$ cat src/rtl/state_update_ctrl_pkg.sv
// Shared command/state encodings for the state-register update controller.
package state_update_ctrl_pkg;

  typedef enum logic [1:0] {
    OP_INIT   = 2'd0,
    OP_RUN    = 2'd1,
    OP_STOP   = 2'd2,
    OP_SINGLE = 2'd3
  } cmd_op_t;

  typedef enum logic [1:0] {
    ST_IDLE = 2'd0,
    ST_INIT = 2'd1,
    ST_RUN  = 2'd2
  } state_t;

endpackage

$ cat src/rtl/state_update_ctrl_if.sv
// Command handshake and model-side strobes for state_update_ctrl.
// Breakpoint signals exist only when STATE_UPDATE_CTRL_BKPT_EN is defined.
interface state_update_ctrl_if #(
  parameter int unsigned CntWidth = 32,
  parameter int unsigned DivWidth = 16
);
  import state_update_ctrl_pkg::*;

  logic                cmd_valid;
  logic                cmd_ready;
  cmd_op_t             cmd_op;
  logic [CntWidth-1:0] cmd_steps;
  logic [DivWidth-1:0] cmd_period;
  logic                stall;
  logic                upd_en;
  logic                init_req;
  logic                busy;
  logic                done;
  logic                cmd_err;
  logic [CntWidth-1:0] step_count;
`ifdef STATE_UPDATE_CTRL_BKPT_EN
  logic                bkpt_en;
  logic [CntWidth-1:0] bkpt_val;
  logic                bkpt_hit;

  modport master (
    output cmd_valid, cmd_op, cmd_steps, cmd_period, stall, bkpt_en, bkpt_val,
    input  cmd_ready, upd_en, init_req, busy, done, cmd_err, step_count, bkpt_hit
  );
  modport slave (
    input  cmd_valid, cmd_op, cmd_steps, cmd_period, stall, bkpt_en, bkpt_val,
    output cmd_ready, upd_en, init_req, busy, done, cmd_err, step_count, bkpt_hit
  );
`else
  modport master (
    output cmd_valid, cmd_op, cmd_steps, cmd_period, stall,
    input  cmd_ready, upd_en, init_req, busy, done, cmd_err, step_count
  );
  modport slave (
    input  cmd_valid, cmd_op, cmd_steps, cmd_period, stall,
    output cmd_ready, upd_en, init_req, busy, done, cmd_err, step_count
  );
`endif

endinterface

$ cat src/rtl/state_update_ctrl_pacer.sv
// update_pacer: reloadable down-counter; o_zero marks an update slot, then it
// reloads to the stored period on the next advance.
module update_pacer #(
  parameter int unsigned DivWidth = 16
) (
  input  logic                clk,
  input  logic                rst_n,
  input  logic                i_load,
  input  logic [DivWidth-1:0] i_load_val,
  input  logic                i_adv,
  output logic                o_zero
);

  logic [DivWidth-1:0] r_period;
  logic [DivWidth-1:0] r_cnt;

  always_ff @(posedge clk or negedge rst_n) begin
    if (!rst_n) begin
      r_period <= '0;
      r_cnt    <= '0;
    end else if (i_load) begin
      r_period <= i_load_val;
      r_cnt    <= i_load_val;
    end else if (i_adv) begin
      r_cnt <= (r_cnt == '0) ? r_period : r_cnt - DivWidth'(1);
    end
  end

  assign o_zero = (r_cnt == '0);

endmodule

$ cat src/rtl/state_update_ctrl.sv
// Command-driven update sequencer: INIT/RUN/STOP/SINGLE over valid/ready.
// Optional breakpoint compare enabled by STATE_UPDATE_CTRL_BKPT_EN.
module state_update_ctrl
  import state_update_ctrl_pkg::*;
#(
  parameter int unsigned CntWidth   = 32,
  parameter int unsigned DivWidth   = 16,
  parameter int unsigned InitCycles = 2
) (
  input  logic             clk,
  input  logic             rst_n,
  state_update_ctrl_if.slave bus
);

  localparam int unsigned InitW = (InitCycles > 1) ? $clog2(InitCycles) : 1;

  state_t              r_state, w_state_d;
  logic                r_upd_en, w_upd_en_d;
  logic                r_init_req, w_init_req_d;
  logic                r_done, w_done_d;
  logic                r_cmd_err, w_cmd_err_d;
  logic [CntWidth-1:0] r_step_count, w_step_count_d;
  logic [CntWidth-1:0] r_steps_left, w_steps_left_d;
  logic [InitW-1:0]    r_init_cnt, w_init_cnt_d;
  logic                w_accept, w_pacer_load, w_pacer_adv, w_pacer_zero;
  logic [DivWidth-1:0] w_load_val;
  logic [CntWidth-1:0] w_step_inc;
`ifdef STATE_UPDATE_CTRL_BKPT_EN
  logic                r_bkpt_hit, w_bkpt_hit_d;
`endif

  update_pacer #(
    .DivWidth(DivWidth)
  ) u_pacer (
    .clk       (clk),
    .rst_n     (rst_n),
    .i_load    (w_pacer_load),
    .i_load_val(w_load_val),
    .i_adv     (w_pacer_adv),
    .o_zero    (w_pacer_zero)
  );

  assign w_accept   = bus.cmd_valid && (r_state != ST_INIT);
  assign w_step_inc = r_step_count + CntWidth'(1);

  always_comb begin
    w_state_d       = r_state;
    w_upd_en_d      = 1'b0;
    w_init_req_d    = 1'b0;
    w_done_d        = 1'b0;
    w_cmd_err_d     = 1'b0;
    w_step_count_d  = r_step_count;
    w_steps_left_d  = r_steps_left;
    w_init_cnt_d    = r_init_cnt;
    w_pacer_load    = 1'b0;
    w_pacer_adv     = 1'b0;
    w_load_val      = bus.cmd_period;
`ifdef STATE_UPDATE_CTRL_BKPT_EN
    w_bkpt_hit_d    = 1'b0;
`endif
    unique case (r_state)
      ST_IDLE: begin
        if (w_accept) begin
          unique case (bus.cmd_op)
            OP_INIT: begin
              w_state_d      = ST_INIT;
              w_step_count_d = '0;
              w_init_req_d   = 1'b1;
              w_init_cnt_d   = InitW'(InitCycles - 1);
            end
            OP_RUN: begin
              w_state_d      = ST_RUN;
              w_pacer_load   = 1'b1;
              w_steps_left_d = bus.cmd_steps;
            end
            OP_SINGLE: begin
              w_state_d      = ST_RUN;
              w_pacer_load   = 1'b1;
              w_load_val     = '0;
              w_steps_left_d = CntWidth'(1);
            end
            OP_STOP: ;
            default: ;
          endcase
        end
      end
      ST_INIT: begin
        if (r_init_cnt == '0) begin
          w_state_d = ST_IDLE;
        end else begin
          w_init_cnt_d = r_init_cnt - InitW'(1);
          w_init_req_d = 1'b1;
        end
      end
      ST_RUN: begin
        // STOP wins over both a due update and stall.
        if (w_accept && (bus.cmd_op == OP_STOP)) begin
          w_state_d = ST_IDLE;
        end else begin
          w_cmd_err_d = w_accept;
          if (!bus.stall) begin
            w_pacer_adv = 1'b1;
            if (w_pacer_zero) begin
              w_upd_en_d     = 1'b1;
              w_step_count_d = w_step_inc;
              if (r_steps_left == CntWidth'(1)) begin
                w_done_d  = 1'b1;
                w_state_d = ST_IDLE;
              end else if (r_steps_left != '0) begin
                w_steps_left_d = r_steps_left - CntWidth'(1);
              end
`ifdef STATE_UPDATE_CTRL_BKPT_EN
              if (bus.bkpt_en && (w_step_inc == bus.bkpt_val)) begin
                w_bkpt_hit_d = 1'b1;
                w_state_d    = ST_IDLE;
              end
`endif
            end
          end
        end
      end
      default: w_state_d = ST_IDLE;
    endcase
  end

  always_ff @(posedge clk or negedge rst_n) begin
    if (!rst_n) begin
      r_state      <= ST_IDLE;
      r_upd_en     <= 1'b0;
      r_init_req   <= 1'b0;
      r_done       <= 1'b0;
      r_cmd_err    <= 1'b0;
      r_step_count <= '0;
      r_steps_left <= '0;
      r_init_cnt   <= '0;
    end else begin
      r_state      <= w_state_d;
      r_upd_en     <= w_upd_en_d;
      r_init_req   <= w_init_req_d;
      r_done       <= w_done_d;
      r_cmd_err    <= w_cmd_err_d;
      r_step_count <= w_step_count_d;
      r_steps_left <= w_steps_left_d;
      r_init_cnt   <= w_init_cnt_d;
    end
  end

`ifdef STATE_UPDATE_CTRL_BKPT_EN
  always_ff @(posedge clk or negedge rst_n) begin
    if (!rst_n) r_bkpt_hit <= 1'b0;
    else        r_bkpt_hit <= w_bkpt_hit_d;
  end
  assign bus.bkpt_hit = r_bkpt_hit;
`endif

  assign bus.cmd_ready  = (r_state != ST_INIT);
  assign bus.busy       = (r_state != ST_IDLE);
  assign bus.upd_en     = r_upd_en;
  assign bus.init_req   = r_init_req;
  assign bus.done       = r_done;
  assign bus.cmd_err    = r_cmd_err;
  assign bus.step_count = r_step_count;

endmodule

$ cat src/flat_wrapper.sv
// flat-port wrapper written by rule: the top's interface ports become plain ports
module state_update_ctrl_flat import state_update_ctrl_pkg::*;
#(
  parameter int unsigned CntWidth   = 32,
  parameter int unsigned DivWidth   = 16,
  parameter int unsigned InitCycles = 2
)
  (clk, rst_n, bus_cmd_valid, bus_cmd_op, bus_cmd_steps, bus_cmd_period, bus_stall, bus_cmd_ready, bus_upd_en, bus_init_req, bus_busy, bus_done, bus_cmd_err, bus_step_count);
  state_update_ctrl_if #(.CntWidth(CntWidth), .DivWidth(DivWidth)) bus_i ();
  input  logic clk;
  input  logic rst_n;
  input wire logic [$bits(bus_i.cmd_valid)-1:0] bus_cmd_valid;
  input wire logic [$bits(bus_i.cmd_op)-1:0] bus_cmd_op;
  input wire logic [$bits(bus_i.cmd_steps)-1:0] bus_cmd_steps;
  input wire logic [$bits(bus_i.cmd_period)-1:0] bus_cmd_period;
  input wire logic [$bits(bus_i.stall)-1:0] bus_stall;
  output wire logic [$bits(bus_i.cmd_ready)-1:0] bus_cmd_ready;
  output wire logic [$bits(bus_i.upd_en)-1:0] bus_upd_en;
  output wire logic [$bits(bus_i.init_req)-1:0] bus_init_req;
  output wire logic [$bits(bus_i.busy)-1:0] bus_busy;
  output wire logic [$bits(bus_i.done)-1:0] bus_done;
  output wire logic [$bits(bus_i.cmd_err)-1:0] bus_cmd_err;
  output wire logic [$bits(bus_i.step_count)-1:0] bus_step_count;
  assign bus_i.cmd_valid = bus_cmd_valid;
  assign bus_i.cmd_op = bus_cmd_op;
  assign bus_i.cmd_steps = bus_cmd_steps;
  assign bus_i.cmd_period = bus_cmd_period;
  assign bus_i.stall = bus_stall;
  assign bus_cmd_ready = bus_i.cmd_ready;
  assign bus_upd_en = bus_i.upd_en;
  assign bus_init_req = bus_i.init_req;
  assign bus_busy = bus_i.busy;
  assign bus_done = bus_i.done;
  assign bus_cmd_err = bus_i.cmd_err;
  assign bus_step_count = bus_i.step_count;
  state_update_ctrl #(.CntWidth(CntWidth), .DivWidth(DivWidth), .InitCycles(InitCycles)) u_core (.clk(clk), .rst_n(rst_n), .bus(bus_i));
endmodule
$ cat config.mk
export PLATFORM = sky130hd
export DESIGN_NAME = state_update_ctrl_flat
export DESIGN_NICKNAME = d
export VERILOG_FILES = /design/src/rtl/state_update_ctrl_pkg.sv /design/src/rtl/state_update_ctrl_if.sv /design/src/rtl/state_update_ctrl_pacer.sv /design/src/rtl/state_update_ctrl.sv /design/src/flat_wrapper.sv
export SDC_FILE = /design/constraint.sdc
export NUM_CORES = 1
export LEC_CHECK = 0
export BUFFER_PORTS_ARGS = -buffer_cell sky130_fd_sc_hd__buf_4
export CORE_MARGIN = 1.5
export CORE_UTILIZATION = 57
export DETAILED_ROUTE_END_ITERATION = 8
export GPL_TIMING_DRIVEN = 0
export PLACE_DENSITY = 0.8
export REMOVE_ABC_BUFFERS = 1
export SYNTH_ARGS = -nofsm -noshare
export SYNTH_HDL_FRONTEND = slang
export SYNTH_SLANG_ARGS = --single-unit
$ cat constraint.sdc
create_clock -name clk -period 2.75 [get_ports clk]
set_clock_uncertainty 0.2 [all_clocks]
set_input_delay 0.275 -clock clk [delete_from_list [all_inputs] [get_ports clk]]
set_output_delay 0.275 -clock clk [all_outputs]
set_load 0.02 [all_outputs]
-- Word-level counts from Yosys, hierarchy flattened
Cells that the tools add are included.
- register bits: 103
- input port bits: 54
- output and inout bits: 38
- logic and storage cells: 102
- add/subtract/negate cells: 4
- equal/unequal tests: 20
- muxes and demuxes: 53
- reductions and logical operators: 15
- operator list (cell ; count):
    32-bit two-way mux ; 11
    32-bit case mux with 2 select lines ; 3
    16-bit two-way mux ; 6
    32-bit by 1-bit adder with 32-bit output, second input constant ; 1
    32-bit by 1-bit == test with 1-bit output, second input constant ; 1
    32-bit nonzero test ; 1
    32-bit by 1-bit subtractor with 32-bit output, second input constant ; 1
    1-bit two-way mux ; 23
    16-bit logical NOT ; 1
    16-bit by 1-bit subtractor with 16-bit output, second input constant ; 1
    2-bit two-way mux ; 6
    2-bit != test, second input constant ; 6
    6-bit AND reduction ; 2
    8-bit AND reduction ; 1
    2-bit nonzero test ; 4
    2-bit == test, second input constant ; 3
    2-bit by 1-bit != test with 1-bit output, second input constant ; 3
    3-bit by 2-bit != test with 1-bit output, second input constant ; 2
    3-bit != test, second input constant ; 2
    2-bit case mux with 3 select lines ; 1
    2-bit by 1-bit == test with 1-bit output, second input constant ; 2
    2-bit logical NOT ; 2
    1-bit case mux with 2 select lines ; 2
    2-bit case mux with 2 select lines ; 1
    other kinds (5) ; 6

-- Longest topological paths before layout
- word-level depth: 7
- mapped depth: 10
- mapped depth without buffers: 9

-- Hierarchy
From an unflattened synthesis, not the netlist that was laid out.
- cells, all modules: 683
- area, all modules: 6211.0 um^2
- by module, submodules not included (module ; times used ; cells an instance ; area an instance (um^2) ; seq. area each (um^2)):
    state_update_ctrl ; 1 ; 493 ; 4326.6 ; 1776.7
    update_pacer ; 1 ; 190 ; 1884.3 ; 800.8

-- Worst setup path after synthesis
No wires, ideal clock.
- path kind: flip-flop to flip-flop
- start: reg u_core.r_steps_left[0]
- end: reg u_core.r_steps_left[22]
- setup time: 0.120 ns
- arrival time: 2.220 ns
- data required time: 2.430 ns
- setup slack: 0.211 ns
- cell stages (with the launch flop): 9
- path buffers: 0
- period minus slack after synthesis: 2.539 ns
- cells stage by stage: dfrtp_1 inv_1 ha_1 or4b_2 nor2_1 nand2_1 nor4_1 nand3_1 a31o_1
- cells in the longest elaborated chain, start to end: 7
- elaborated cells on any way between the ends: 12
- classes of those cells: add/sub: 1; eq/ne: 3; mux: 6; reduce/logical: 2
- RTL lines (element ; RTL line ; source):
    from (decl) ; state_update_ctrl.sv:23 ; logic [CntWidth-1:0] r_steps_left, w_steps_left_d;
    from (signal assigned) ; state_update_ctrl.sv:143 ; r_steps_left <= w_steps_left_d;
    32-bit by 1-bit subtractor with 32-bit output ; state_update_ctrl.sv:110 ; w_steps_left_d = r_steps_left - CntWidth'(1);
    32-bit two-way mux ; state_update_ctrl.sv:109 ; end else if (r_steps_left != '0) begin
    32-bit two-way mux ; state_update_ctrl.sv:106 ; if (r_steps_left == CntWidth'(1)) begin
    32-bit two-way mux ; state_update_ctrl.sv:103 ; if (w_pacer_zero) begin
    32-bit two-way mux ; state_update_ctrl.sv:101 ; if (!bus.stall) begin
    32-bit two-way mux ; state_update_ctrl.sv:97 ; if (w_accept && (bus.cmd_op == OP_STOP)) begin
    32-bit case mux with 2 select lines ; state_update_ctrl.sv:61 ; unique case (r_state)
Several ways; a longest one is shown, not always the timed one. The select of a mux whose other input is x is not followed.
A chain may end at the register's enable or synchronous reset.

-- Worst setup path in the final report
- start: reg u_core.r_steps_left[24]
- end: reg u_core.r_steps_left[23]
- cells in the longest elaborated chain, start to end: 3
- elaborated cells on any way between the ends: 5
- classes of those cells: eq/ne: 3; reduce/logical: 2
- RTL lines (element ; RTL line):
    32-bit by 1-bit == test with 1-bit output or 32-bit nonzero test (tied branches) ; state_update_ctrl.sv:106, state_update_ctrl.sv:109
    2-bit != test (no line) or 2-bit by 1-bit != test with 1-bit output (tied branches) ; n/a
    8-bit AND reduction (no line) * ; n/a
Mark *: on every way between the ends. The rest lies on a longest branch, timed or not.

==> impl_metrics.csv <==
group,metric,value,unit
status,status,"finished, final reports clean",
cells_and_area,finalNetCount,821,
min_path,hp-class,"input pin to flip-flop",
cells_and_area,area_growth,28.7,%
min_path,min_from,"bus_cmd_steps[13]",
synthesis,synth_area,5800,um2
synthesis,synth_edf_count,0,
sta,slew_violations,0,
worst_setup_path,endpoint_kind,"flip-flop",
synthesis,ys_types,64,
worst_setup_path,cp.required,2820,ps
drt,drt-initial-drc-count,364,
synthesis,yosys_warnings,0,
floorplanning,fp.coreArea,9820,um2
power,ir_drop,650,uV
cts,root_buffer,"clkbuf_8",
synthesis,syn_area_per_cell,9.01,um2
cells_and_area,final_cell_mix,"dfrtp_1 (102), buf_4 (100), nor2_1 (74)",
synthesis,async_reset_ff_frac,1.00,
cts,htreeDepth,3,
floorplanning,die_h,104,um
global_routing,grt_first_pass_wirelength,26500,um
cells_and_area,nFillCells,721,
place,place_area,6560,um2
synthesis,seq_area_frac_synth,0.445,
synthesis,netlist_instances,643,
synthesis,ys.flop_type,"dfrtp_1",
cells_and_area,fin_area,7460,um2
sta,fin_hold_ws,2.03,ps
sta,hold_viol_final,0,
cts,cts.clk_slew.worst_paths,100,ps
worst_setup_path,cp-start-kind,"flip-flop",
cts,cts_made_buffers,9,
cells_and_area,antenna_cells,0,
sta,rsz0062_at_grt,"true",
cts,cts_sinks,103,
cts,cts_tree,"yes",
place,dpl.hpwl,9940,um
drt,post_drt_wl_per_cell,18.3,um
worst_setup_path,critPathLaunch,"u_core.r_steps_left[24]",
drt,vias_per_cell,6.33,
worst_setup_path,path_max_fanout,11,
drt,drc,0,
place,gp_congestion,0.865,
global_routing,antenna_found_initial,0,
drt,routed_wirelength,16400,um
floorplanning,rows,36,
global_routing,grt-ovfl-total,0,
worst_setup_path,crit_type,"flip-flop to flip-flop",
sta,min_period,2660,ps
sta,slew_headroom,0.477,
floorplanning,die-area,10800,um2
cts,clk_latency,380,ps
global_routing,grt_usage,0.300,
floorplanning,io_pins,92,
power,power_density,790,nW/um2
drt,ant_nets,0,
floorplanning,dieWidth,104,um
drt,first_pass_iters,4,
sta,setup_viol,0,
sta,tns,0,ps
cells_and_area,drive_gt1_frac,0.219,
global_routing,first_global_vias,5493,
synthesis,ys_seq_elements,103,
power,leakagePower,3.21,nW
sta,max_freq,0.376,GHz
job,cap_violations,0,
worst_setup_path,worstPathArrival,2740,ps
cells_and_area,layout_commonest_cell,"dfrtp_1",
drt,vias,5698,
place,io_buffers,91,
global_routing,grt_max_degree,104,
sta,worst_pin_slew,785,ps
cts,cts.path.max_buffers,2,
worst_setup_path,r2r-start,"u_core.r_steps_left[24]",
floorplanning,start_util,0.590,
sta,period_share,0.968,
## Yosys cell counts (all sizes together), types with 2 or more instances
cell / number / share of area
or4: 4 / 0.0058
inv: 13 / 0.0084
or3: 8 / 0.0086
o2bb2ai: 5 / 0.0076
nor3b: 3 / 0.0039
nand3: 11 / 0.0095
a31o: 3 / 0.0060
a31oi: 6 / 0.0091
dfrtp: 103 / 0.44
a21oi: 41 / 0.036
nand4b: 3 / 0.0045
a21o: 2 / 0.0026
nor4b: 3 / 0.0071
nand2: 51 / 0.033
nor2: 78 / 0.051
a211o: 4 / 0.0060
and2: 2 / 0.0022
o31ai: 4 / 0.0052
clkbuf: 27 / 0.017
a221oi: 3 / 0.0045
a32oi: 5 / 0.0076
a311oi: 3 / 0.0045
a211oi: 5 / 0.0065
o211ai: 2 / 0.0026
o41ai: 2 / 0.0030
or2: 6 / 0.0065
buf: 12 / 0.013
nand3b: 2 / 0.0026
xnor2: 19 / 0.029
nand2b: 7 / 0.0076
and3: 14 / 0.015
nor3: 34 / 0.030
nand4: 17 / 0.019
a22o: 17 / 0.026
a221o: 3 / 0.0052
o22ai: 3 / 0.0032
and4: 4 / 0.0060
a32o: 10 / 0.017
nor4: 19 / 0.021
xor2: 16 / 0.024
and3b: 2 / 0.0030
o21ai: 46 / 0.040
a22oi: 8 / 0.010
ha: 5 / 0.011
## what timing repair did
action,4_1_cts,5_1_grt
hold buffers,35,2
gates resized for setup,18,19
hold endpoints to repair,47,104
buffers inserted,5,5
pin swaps,3,2
cloned,1,1
setup endpoints to repair,53,38
## state kept, by name (all words and copies together) (netlist names)
signal,cells
u_core.bus.cmd_err,1
u_core.bus.step_count,32
u_core.bus.init_req,1
u_core.u_pacer.r_cnt,16
u_core.r_init_cnt,1
u_core.u_pacer.r_period,16
u_core.bus.done,1
u_core.r_steps_left,32
u_core.r_state,2
u_core.bus.upd_en,1
## logic make-up (layout without fill, tap and decap cells)
group           count (synthesis)  count (layout)  share of synthesized area
buf+inv                        52             174                     0.0393
fa+ha+maj                       5               5                     0.0108
compound gates                178             179                      0.213
simple gates                  270             271                      0.239
flops                         103             103                      0.445
xor+xnor                       35              35                     0.0529
## path summary, 6_finish.rpt
| path | end | slack, ps | cells past startpoint |
|---|---|---|---|
| worst max-delay path | u_core.r_steps_left[23] | 90 | 7 |
| worst min-delay path | u_core.r_steps_left[13] | 2 | 3 |
| worst max register to register | u_core.r_steps_left[23] | 90 | 7 |
| worst min register to register | u_core.u_pacer.r_period[11] | 320 | 1 |
| max in group asynchronous | u_core.r_steps_left[3] | 1660 | 3 |
| min in group asynchronous | u_core.u_pacer.r_period[7] | 270 | 3 |
## metrics by stage
stage               power (mW)  setup slack, ps  utilization  std cells
global placement          4.35            -1480        0.659        828
detailed placement        4.53             -943        0.668        834
global route              6.24            -30.4        0.760        900
CTS                       5.70             1.71        0.740        891
finish                    5.90             87.0        0.760        900
floorplan                 3.82             -303            -        604
## per-layer routing
metal | up-vias | wire (um) | global-route usage | share of wire
met3 | 22 | 1180 | 0.0522 | 0.072
met4 | 0 | 229 | 0.0952 | 0.014
met1 | 2756 | 6570 | 0.387 | 0.40
met5 | - | 0 | 0 | 0
li1 | 2631 | - | - | -
met2 | 289 | 8470 | 0.515 | 0.52
## report_power, final
group	switching, mW	internal, mW	leakage (nW)
Sequential	0.551	1.93	1.34
Clock	0.575	0.431	0.101
Combinational	1.38	1.03	1.77
## final cells by class
cell class / count / area (um2) / share of cell area
Clock inverter: 7 / 77.6 / 0.0104
Sequential cell: 103 / 2580 / 0.346
Multi-Input combinational cell: 490 / 3210 / 0.431
Clock buffer: 9 / 124 / 0.0166
Tap cell: 133 / 166 / 0.0223
Inverter: 13 / 48.8 / 0.00654
Timing Repair Buffer: 145 / 1250 / 0.168
## worst max-delay path: stages, from the launching register on
cell and delay (ps):
dfrtp_1 450, or4_4 580, nor4b_4 300, and4_4 370, a31oi_4 120, buf_12 160, buf_4 170, a32o_1 210
Note: power is estimated with default switching activity, not from simulation.
